<file path="config.mk">
export PLATFORM = sky130hd
export DESIGN_NAME = pipe_ctrl_n
export DESIGN_NICKNAME = d
export VERILOG_FILES = /design/src/rtl/pipe_ctrl_n.sv
export SDC_FILE = /design/constraint.sdc
export NUM_CORES = 1
export LEC_CHECK = 0
export CORE_ASPECT_RATIO = 0.5
export CORE_UTILIZATION = 55
export DETAILED_ROUTE_END_ITERATION = 8
export PLACE_DENSITY_LB_ADDON = 0.1
export SLEW_MARGIN = 20
export SYNTH_ARGS = -nofsm -noshare
export SYNTH_HDL_FRONTEND = slang
export SYNTH_SLANG_ARGS = --single-unit
</file>
<file path="constraint.sdc">
create_clock -name clk -period 9.9 [get_ports clk]
set_clock_uncertainty 0.1 [all_clocks]
set_input_delay 1.485 -clock clk [delete_from_list [all_inputs] [get_ports clk]]
set_output_delay 1.485 -clock clk [all_outputs]
set_load 0.02 [all_outputs]
</file>
<file path="src/rtl/pipe_ctrl_n.sv">
// pipe_ctrl_n: in-order pipeline hazard controller.
// Produces per-register hold (stall) and bubble (flush) enables from
// per-stage ready and control-transfer redirects, tracks stage occupancy,
// and keeps saturating stall/retire/redirect event counters.
// Ready semantics: stage_ready[i]=1 means stage i can hand its contents on
// this cycle; a not-ready stage holds itself and every older (lower-index)
// stage. An empty stage's not-ready can be ignored (MASK_IDLE=1).
module pipe_ctrl_n #(
   parameter int STAGES    = 5,
   parameter int CNT_W     = 32,
   parameter int MASK_IDLE = 1
) (
   input  logic                       clk,
   input  logic                       rst,
   input  logic [STAGES-1:0]          stage_ready,
   input  logic                       fetch_valid,
   input  logic                       redirect_valid,
   input  logic [$clog2(STAGES)-1:0]  redirect_stage,
   input  logic                       cnt_clr,
   output logic [STAGES-1:0]          stage_stall,
   output logic [STAGES-1:0]          stage_flush,
   output logic [STAGES-1:0]          stage_valid,
   output logic                       retire_valid,
   output logic [CNT_W-1:0]           stall_cnt,
   output logic [CNT_W-1:0]           retire_cnt,
   output logic [CNT_W-1:0]           redirect_cnt
);

   localparam int              RS_W     = $clog2(STAGES);
   localparam logic [RS_W-1:0] LAST_IDX = RS_W'(STAGES - 1);
   localparam logic            MASK_BIT = (MASK_IDLE != 0);
   localparam logic [CNT_W-1:0] CNT_MAX = '1;

   // Occupancy of the registers in front of stages 1..STAGES-1.
   logic [STAGES-1:1] valid_q, valid_d;
   logic [STAGES-1:0] er;
   logic [RS_W-1:0]   rs;
   logic [CNT_W-1:0]  stall_cnt_q, stall_cnt_d;
   logic [CNT_W-1:0]  retire_cnt_q, retire_cnt_d;
   logic [CNT_W-1:0]  redirect_cnt_q, redirect_cnt_d;

   assign stage_valid = {valid_q, fetch_valid};

   // Effective ready: an empty downstream stage never blocks when masking is on.
   always_comb begin
      er    = '0;
      er[0] = stage_ready[0];
      for (int i = 1; i < STAGES; i++) begin
         er[i] = stage_ready[i] | (MASK_BIT & ~valid_q[i]);
      end
   end

   // Stall propagates from the youngest blocked stage back to fetch.
   always_comb begin
      logic blk;
      blk         = 1'b0;
      stage_stall = '0;
      for (int i = STAGES - 1; i >= 0; i--) begin
         blk            = blk | ~er[i];
         stage_stall[i] = blk;
      end
   end

   // Bubble at the stall boundary, plus redirect flush of registers 1..rs.
   always_comb begin
      rs          = (redirect_stage > LAST_IDX) ? LAST_IDX : redirect_stage;
      stage_flush = '0;
      for (int i = 1; i < STAGES; i++) begin
         stage_flush[i] = (stage_stall[i-1] & ~stage_stall[i]) |
                          (redirect_valid & (i <= int'(rs)));
      end
   end

   // Next occupancy: flush beats hold; otherwise shift from the older stage.
   always_comb begin
      valid_d = valid_q;
      for (int i = 1; i < STAGES; i++) begin
         if (stage_flush[i])       valid_d[i] = 1'b0;
         else if (!stage_stall[i]) valid_d[i] = stage_valid[i-1];
      end
   end

   assign retire_valid = valid_q[STAGES-1] & ~stage_stall[STAGES-1];

   // Saturating event counters; clear has priority over increment.
   always_comb begin
      stall_cnt_d    = stall_cnt_q;
      retire_cnt_d   = retire_cnt_q;
      redirect_cnt_d = redirect_cnt_q;
      if (cnt_clr) begin
         stall_cnt_d    = '0;
         retire_cnt_d   = '0;
         redirect_cnt_d = '0;
      end else begin
         if (stage_stall[0] && stall_cnt_q != CNT_MAX)
            stall_cnt_d = stall_cnt_q + 1'b1;
         if (retire_valid && retire_cnt_q != CNT_MAX)
            retire_cnt_d = retire_cnt_q + 1'b1;
         if (redirect_valid && redirect_cnt_q != CNT_MAX)
            redirect_cnt_d = redirect_cnt_q + 1'b1;
      end
   end

   // State registers; reset empties the pipe and zeroes counters at once.
   always_ff @(posedge clk or posedge rst) begin
      if (rst) begin
         valid_q        <= '0;
         stall_cnt_q    <= '0;
         retire_cnt_q   <= '0;
         redirect_cnt_q <= '0;
      end else begin
         valid_q        <= valid_d;
         stall_cnt_q    <= stall_cnt_d;
         retire_cnt_q   <= retire_cnt_d;
         redirect_cnt_q <= redirect_cnt_d;
      end
   end

   assign stall_cnt    = stall_cnt_q;
   assign retire_cnt   = retire_cnt_q;
   assign redirect_cnt = redirect_cnt_q;

endmodule

</file>
==> metrics, run 1 <==
status=finished clean; commonest non-fill, non-tap cells in the layout=122 x sky130_fd_sc_hd__clkdlybuf4s50_1, 100 x sky130_fd_sc_hd__dfrtp_1, 73 x sky130_fd_sc_hd__a21oi_1; flop and latch count out of synthesis=100; antenna violation net count after detailed routing=0; Syn Std Cell Area=5650 um^2; total power of the final layout=0.000881 W; category of the worst setup path launch point=input pin; flip-flop cell with the highest count after synthesis=sky130_fd_sc_hd__dfrtp_1; Critical Path End Type=primary output; clock share of power=0.431; most used cell, CP=sky130_fd_sc_hd__clkdlybuf4s50_1; type of the tightest min-delay check=flop to flop; count of endpoints failing setup in the final report=0; number of H-tree levels=3; CP delay by family, top=buffers and inverters; fraction of registers with async set/reset=1.00; vias in the first global route=4876; R2R cell count=7; sequential cell area fraction in the yosys report=0.443; number of buffers inserted by port buffering=123; total I/O pin count=125; initial cell density of the core=0.583; syn avg cell area=9.02 um^2; number of antenna violations at the first check in global routing=0; clock period minus final worst setup slack=5440 ps; final antenna diode count=0; total half-perimeter wirelength after legalization and detailed placement=9.83 mm; total count of hold-check failures in the final report=0; Inserted Clock Buffers=9; met1 routing resource usage after global routing=0.363; leakage power figure=2.69 nW; nets@finish=750; met2 track utilization from global routing=0.478; critical-path cell list=clkdlybuf4s50_1 > nand2b_1 > nand4_1 > o22ai_1 > clkdlybuf4s50_1; most common library cell in the layout ignoring fill and taps=sky130_fd_sc_hd__clkdlybuf4s50_1; GR Util All Layers=0.281; quantity of gates resized following cts=0; number of unique standard cell types used by synthesis=57; r2r setup slk=7080 ps; max incr delay on CP=660 ps; top cell type's share of synthesized area=0.443; number of enable-type register cells in the synthesized netlist=0; total of max-cap violations=0; Pre-antenna DRT Iters=5; switching power=0.000212 W; count of unresolved DRC violations after routing=0; CTS hold repair buffers=0; synth warn=0; routed wire length per instance=16.9 um; RePlAce Congestion=0.795; die area=10700 um^2; highest attainable clock frequency=0.184 GHz; Hold Path Stages=2; part of the cycle the worst path needs=0.550; wire length of the first global-routing pass=23.9 mm; worst r2r src=stall_cnt[0]; Final Util=0.748; clk buf depth=2; site row count=25; fill cell count=719; Synth area leaders=sky130_fd_sc_hd__dfrtp_1 44%, sky130_fd_sc_hd__a21oi_1 6.5%, sky130_fd_sc_hd__or4_1 4.8%; Sequential Power Share=0.474; leading area contributor after synthesis=sky130_fd_sc_hd__dfrtp_1; CP arrival=3860 ps; drt initial violations=364; detail-routed via count per cell=6.22; Vias=5437; largest net degree at the start of global routing=70; global routing's busiest layer=met2; postcts setup bufs=0; number of sinks handled by clock tree synthesis=100; Core Box Area=9700 um^2; Max-slew headroom=0.355; Worst Hold Endpoint=redirect_cnt[29]; post-detailed-routing wire length=14.7 mm; Clk pin slew, worst setup/hold paths=60 ps; highest fanout seen on the critical path=13; cell with the largest stage delay on the worst path=sky130_fd_sc_hd__clkdlybuf4s50_1; final sum of negative setup slack=0 ps; crit path kind=input pin to primary output; share of post-route cells with drive strength above 1=0.0555; number of instances in the synthesized netlist=627; worst flop-to-flop path endpoint=stall_cnt[7]; maximum vdd ir drop=0.0838 mV; synthesis-to-layout area growth=28.3%; critical hold path startpoint=redirect_cnt[29]; root buffer cell=sky130_fd_sc_hd__clkbuf_16; ratio of total power to cell area=122 nW/um^2; Syn Nets=643; unrepaired setup endpoints after global routing=no; Chip Width=145 um; overflow left after global routing=0; relative contribution of combinational cells to total power=0.095; WP buf/inv=2; switching fraction of total power=0.241; overall die height=73.7 um; cell-internal power=0.000669 W; launching element of the worst setup path=stage_ready[4]; clock network latency to the later pin of the worst-skew pair=350 ps; met3 demand-to-capacity share in global routing=0.0677; clock tree from TritonCTS=done; Pins Over Slew Limit=0; data required time at the worst endpoint=8320 ps; slew at the pin with the worst max-slew slack=968 ps
## worst reg2reg max path, cell delays in order (launching register included)
cell                      delay [ps]
sky130_fd_sc_hd__dfrtp_1         440
sky130_fd_sc_hd__ha_1            220
sky130_fd_sc_hd__nand3_1         190
sky130_fd_sc_hd__or4_4           600
sky130_fd_sc_hd__nor3_4          490
sky130_fd_sc_hd__buf_8           250
sky130_fd_sc_hd__nor4_1           90
sky130_fd_sc_hd__mux2_1          330
## metrics by stage
stage	cell area (um^2)	hold slack [ps]	setup slack, ps	std cells
after floorplan	5650	540	5640	627
after global placement	6920	452	4570	857
after detailed placement	6920	458	4500	857
after CTS	7240	468	4490	873
after global routing	7250	500	4350	874
final	7250	467	4460	874
## cell usage after synthesis (2+ instances only)
cell,count
sky130_fd_sc_hd__buf_4,5
sky130_fd_sc_hd__o211ai_1,3
sky130_fd_sc_hd__or2_2,3
sky130_fd_sc_hd__nand4_1,23
sky130_fd_sc_hd__and3_1,10
sky130_fd_sc_hd__mux2i_1,3
sky130_fd_sc_hd__and2_1,4
sky130_fd_sc_hd__mux2_2,5
sky130_fd_sc_hd__nand3_1,30
sky130_fd_sc_hd__buf_6,3
sky130_fd_sc_hd__xor2_1,3
sky130_fd_sc_hd__mux2_1,6
sky130_fd_sc_hd__o31ai_1,35
sky130_fd_sc_hd__ha_1,3
sky130_fd_sc_hd__clkbuf_1,20
sky130_fd_sc_hd__a211oi_1,3
sky130_fd_sc_hd__buf_2,3
sky130_fd_sc_hd__nor3_1,7
sky130_fd_sc_hd__or4_1,36
sky130_fd_sc_hd__nor4_1,10
sky130_fd_sc_hd__and4_1,8
sky130_fd_sc_hd__o22ai_1,2
sky130_fd_sc_hd__a31o_2,2
sky130_fd_sc_hd__o21ai_0,25
sky130_fd_sc_hd__nand2b_1,4
sky130_fd_sc_hd__xnor2_1,8
sky130_fd_sc_hd__a21oi_1,73
sky130_fd_sc_hd__nor2_1,40
sky130_fd_sc_hd__nor2b_1,11
sky130_fd_sc_hd__o21ai_1,16
sky130_fd_sc_hd__nand4_2,3
sky130_fd_sc_hd__inv_1,16
sky130_fd_sc_hd__or3_1,35
sky130_fd_sc_hd__nand2_1,46
sky130_fd_sc_hd__dfrtp_1,100
sky130_fd_sc_hd__o2111ai_1,2
## layer usage
layer,up-vias,routed length [um]
li1,2588,-
met1,2658,6410
met2,175,7190
met3,16,923
met4,0,202
met5,-,0
## worst max-delay path by stage
stage	endpoint	slack (ps)	cells past startpoint
2_1_floorplan	stage_stall[0]	5640	6
3_3_place_gp	stage_flush[1]	4570	5
3_5_place_dp	stage_flush[1]	4500	5
4_1_cts	stage_flush[1]	4490	5
5_1_grt	stage_flush[1]	4350	5
6_report	stage_flush[1]	4460	5
## layout make-up
cell class	instances	area [um^2]	share of cell area
clock buffer	11	243	0.0335
clock inverter	5	75.1	0.0104
inverter	17	66.3	0.00914
multi-input combinational	478	2920	0.403
sequential	100	2500	0.345
tap	135	169	0.0233
timing repair buffer	128	1270	0.176
## state kept, by name, summed over array words and instances, names as in the netlist
register and cells:
redirect_cnt 32, retire_cnt 32, stall_cnt 32, valid_q 4
## power by group through the flow
stage / combinational [W] / clock, W / sequential [W]
final: 0.0000838 / 0.000379 / 0.000418
after global routing: 0.0000914 / 0.000403 / 0.000418
after CTS: 0.0000843 / 0.000383 / 0.000418
after detailed placement: 0.0000838 / 0 / 0.000426
after global placement: 0.0000825 / 0 / 0.000425
after floorplan: 0.0000460 / 0 / 0.000430
## kinds of logic after synthesis
| logic type | count (synthesis) | synth area share |
|---|---|---|
| flops | 100 | 0.443 |
| xor+xnor | 11 | 0.0170 |
| other cells | 1 | 0.000663 |
| compound gates | 170 | 0.180 |
| buf+inv | 49 | 0.0405 |
| mux | 14 | 0.0272 |
| simple gates | 279 | 0.286 |
| fa+ha+maj | 3 | 0.00664 |
No activity file was read; power rests on OpenSTA's default activity.
==> inputs of run 2 (changes only) <==
--- a/config.mk
+++ b/config.mk
@@ -6,7 +6,7 @@
 export NUM_CORES = 1
 export LEC_CHECK = 0
 export CORE_ASPECT_RATIO = 0.5
-export CORE_UTILIZATION = 55
+export CORE_UTILIZATION = 51
 export DETAILED_ROUTE_END_ITERATION = 8
 export PLACE_DENSITY_LB_ADDON = 0.1
 export SLEW_MARGIN = 20
==> constraint.sdc (replaced) <==
create_clock -name clk -period 5.2 [get_ports clk]
set_clock_uncertainty 0.1 [all_clocks]
set_input_delay 0.78 -clock clk [delete_from_list [all_inputs] [get_ports clk]]
set_output_delay 0.78 -clock clk [all_outputs]
set_load 0.02 [all_outputs]
==> metrics, run 2 (same netlist as run 1, synthesis figures left out) <==
Hold Path Stages=2 (unchanged); post-detailed-routing wire length=14.7 mm (-0.55%); number of antenna violations at the first check in global routing=0 (unchanged); data required time at the worst endpoint=4320 ps (-4000 ps); category of the worst setup path launch point=input pin; number of standard cells in the layout, taps in and fillers out=878 (+0.46%); overflow left after global routing=0 (unchanged); share of post-route cells with drive strength above 1=0.0556 (+0.0000752); unrepaired setup endpoints after global routing=no; clk buf depth=2 (unchanged); Pre-antenna DRT Iters=5 (unchanged); Cells after DPL=862 (+0.58%); drt initial violations=349 (-4.1%); clock period minus final worst setup slack=4130 ps; CTS hold repair buffers=0 (unchanged); final antenna diode count=0 (unchanged); root buffer cell=sky130_fd_sc_hd__clkbuf_16; final sum of negative setup slack=0 ps (unchanged); Clk pin slew, worst setup/hold paths=70 ps (about the same); type of the tightest min-delay check=flop to flop; Pins Over Slew Limit=0 (unchanged); status=finished clean; leakage power figure=2.67 nW (-0.69%); CP arrival=3250 ps (-610 ps); site row count=26 (+4.0%); RePlAce Congestion=0.821 (+3.4%); highest attainable clock frequency=0.242 GHz; Max-slew headroom=0.413 (+0.0583); Chip Width=151 um (+3.8%); antenna violation net count after detailed routing=0 (unchanged); crit path kind=input pin to primary output; commonest non-fill, non-tap cells in the layout=122 x sky130_fd_sc_hd__clkdlybuf4s50_1, 100 x sky130_fd_sc_hd__dfrtp_1, 73 x sky130_fd_sc_hd__a21oi_1; largest net degree at the start of global routing=80 (+14%); Vias=5484 (+0.86%); slew at the pin with the worst max-slew slack=881 ps (-87.4 ps); Core Box Area=10500 um^2 (+8.0%); total count of hold-check failures in the final report=0 (unchanged); ratio of total power to cell area=223 nW/um^2 (+83%); wire length of the first global-routing pass=24.9 mm (+4.1%); synthesis-to-layout area growth=27.9%; number of sinks handled by clock tree synthesis=100 (unchanged); most common library cell in the layout ignoring fill and taps=sky130_fd_sc_hd__clkdlybuf4s50_1; worst r2r src=stall_cnt[0]; number of buffers inserted by port buffering=123 (unchanged); part of the cycle the worst path needs=0.794; clock network latency to the later pin of the worst-skew pair=350 ps (about the same); launching element of the worst setup path=stage_ready[4]; total I/O pin count=125 (unchanged); nets@finish=750 (unchanged); die area=11500 um^2 (+7.7%); vias in the first global route=5115 (+4.9%); Inserted Clock Buffers=9 (unchanged); Critical Path End Type=primary output; number of H-tree levels=3 (unchanged); routed wire length per instance=16.7 um (-1.0%); GR Util All Layers=0.268 (-0.0131); total of max-cap violations=0 (unchanged); count of unresolved DRC violations after routing=0 (unchanged); R2R cell count=7 (unchanged); overall die height=76.5 um (+3.7%); clock tree from TritonCTS=done; postcts setup bufs=0 (unchanged); highest fanout seen on the critical path=13 (unchanged); detail-routed via count per cell=6.25 (+0.40%); quantity of gates resized following cts=0 (unchanged); initial cell density of the core=0.540 (-0.0433); count of endpoints failing setup in the final report=0 (unchanged); maximum vdd ir drop=0.141 mV (+68%); total half-perimeter wirelength after legalization and detailed placement=9.69 mm (-1.4%); critical hold path startpoint=valid_q[3]
[run 2: cell types whose count changed in the layout (fill, tap and decap cells not counted), sizes merged]
| cell | change |
|---|---|
| bufinv | -2 |
| clkbuf | +1 |
| clkinv | -1 |
| clkinvlp | +1 |
[run 2: worst max-delay path, cell delays in order]
cell and delay (ps):
sky130_fd_sc_hd__clkdlybuf4s50_1 470, sky130_fd_sc_hd__nand2b_1 220, sky130_fd_sc_hd__nand4_1 630, sky130_fd_sc_hd__o22ai_1 460, sky130_fd_sc_hd__clkdlybuf4s50_1 690
[run 2: through the flow]
stage	hold slack [ps]	util	worst slack, ps	cell area (um^2)	total power, W
floorplan	540	-	1700	5650	0.000906
global placement	447	0.661	1250	6930	0.000968
detailed placement	446	0.661	1130	6930	0.000970
CTS	465	0.689	1130	7210	0.00162
global route	505	0.690	1010	7230	0.00166
finish	464	0.690	1070	7230	0.00161
[run 2: layout make-up]
type | instances | area (um^2)
Fill cell | 847 | 3240
Multi-Input combinational cell | 478 | 2920
Sequential cell | 100 | 2500
Timing Repair Buffer | 128 | 1270
Clock buffer | 12 | 267
Tap cell | 140 | 175
Inverter | 17 | 68.8
Clock inverter | 3 | 21.3
[run 2: final timing paths]
path | end | slack (ps)
worst max-delay path | stage_flush[1] | 1070
worst min-delay path | valid_q[4] | 460
worst max register to register | stall_cnt[5] | 2230
worst min register to register | valid_q[4] | 460
max in group asynchronous | redirect_cnt[25] | 3360
min in group asynchronous | retire_cnt[24] | 840
[run 2: layer usage]
metal | wire length, um | global-route usage | vias to the layer above
li1 | - | - | 2594
met1 | 6520 | 0.369 | 2676
met2 | 6890 | 0.422 | 195
met3 | 1020 | 0.0557 | 19
met4 | 229 | 0.0830 | 0
met5 | 0 | 0 | -
[run 2: power breakdown]
part,internal (W),leakage (nW),switching [W]
clock network,0.000362,0.141,0.000293
logic,0.0000561,1.14,0.000104
registers,0.000785,1.39,0.00000955
total,0.00120,2.67,0.000407
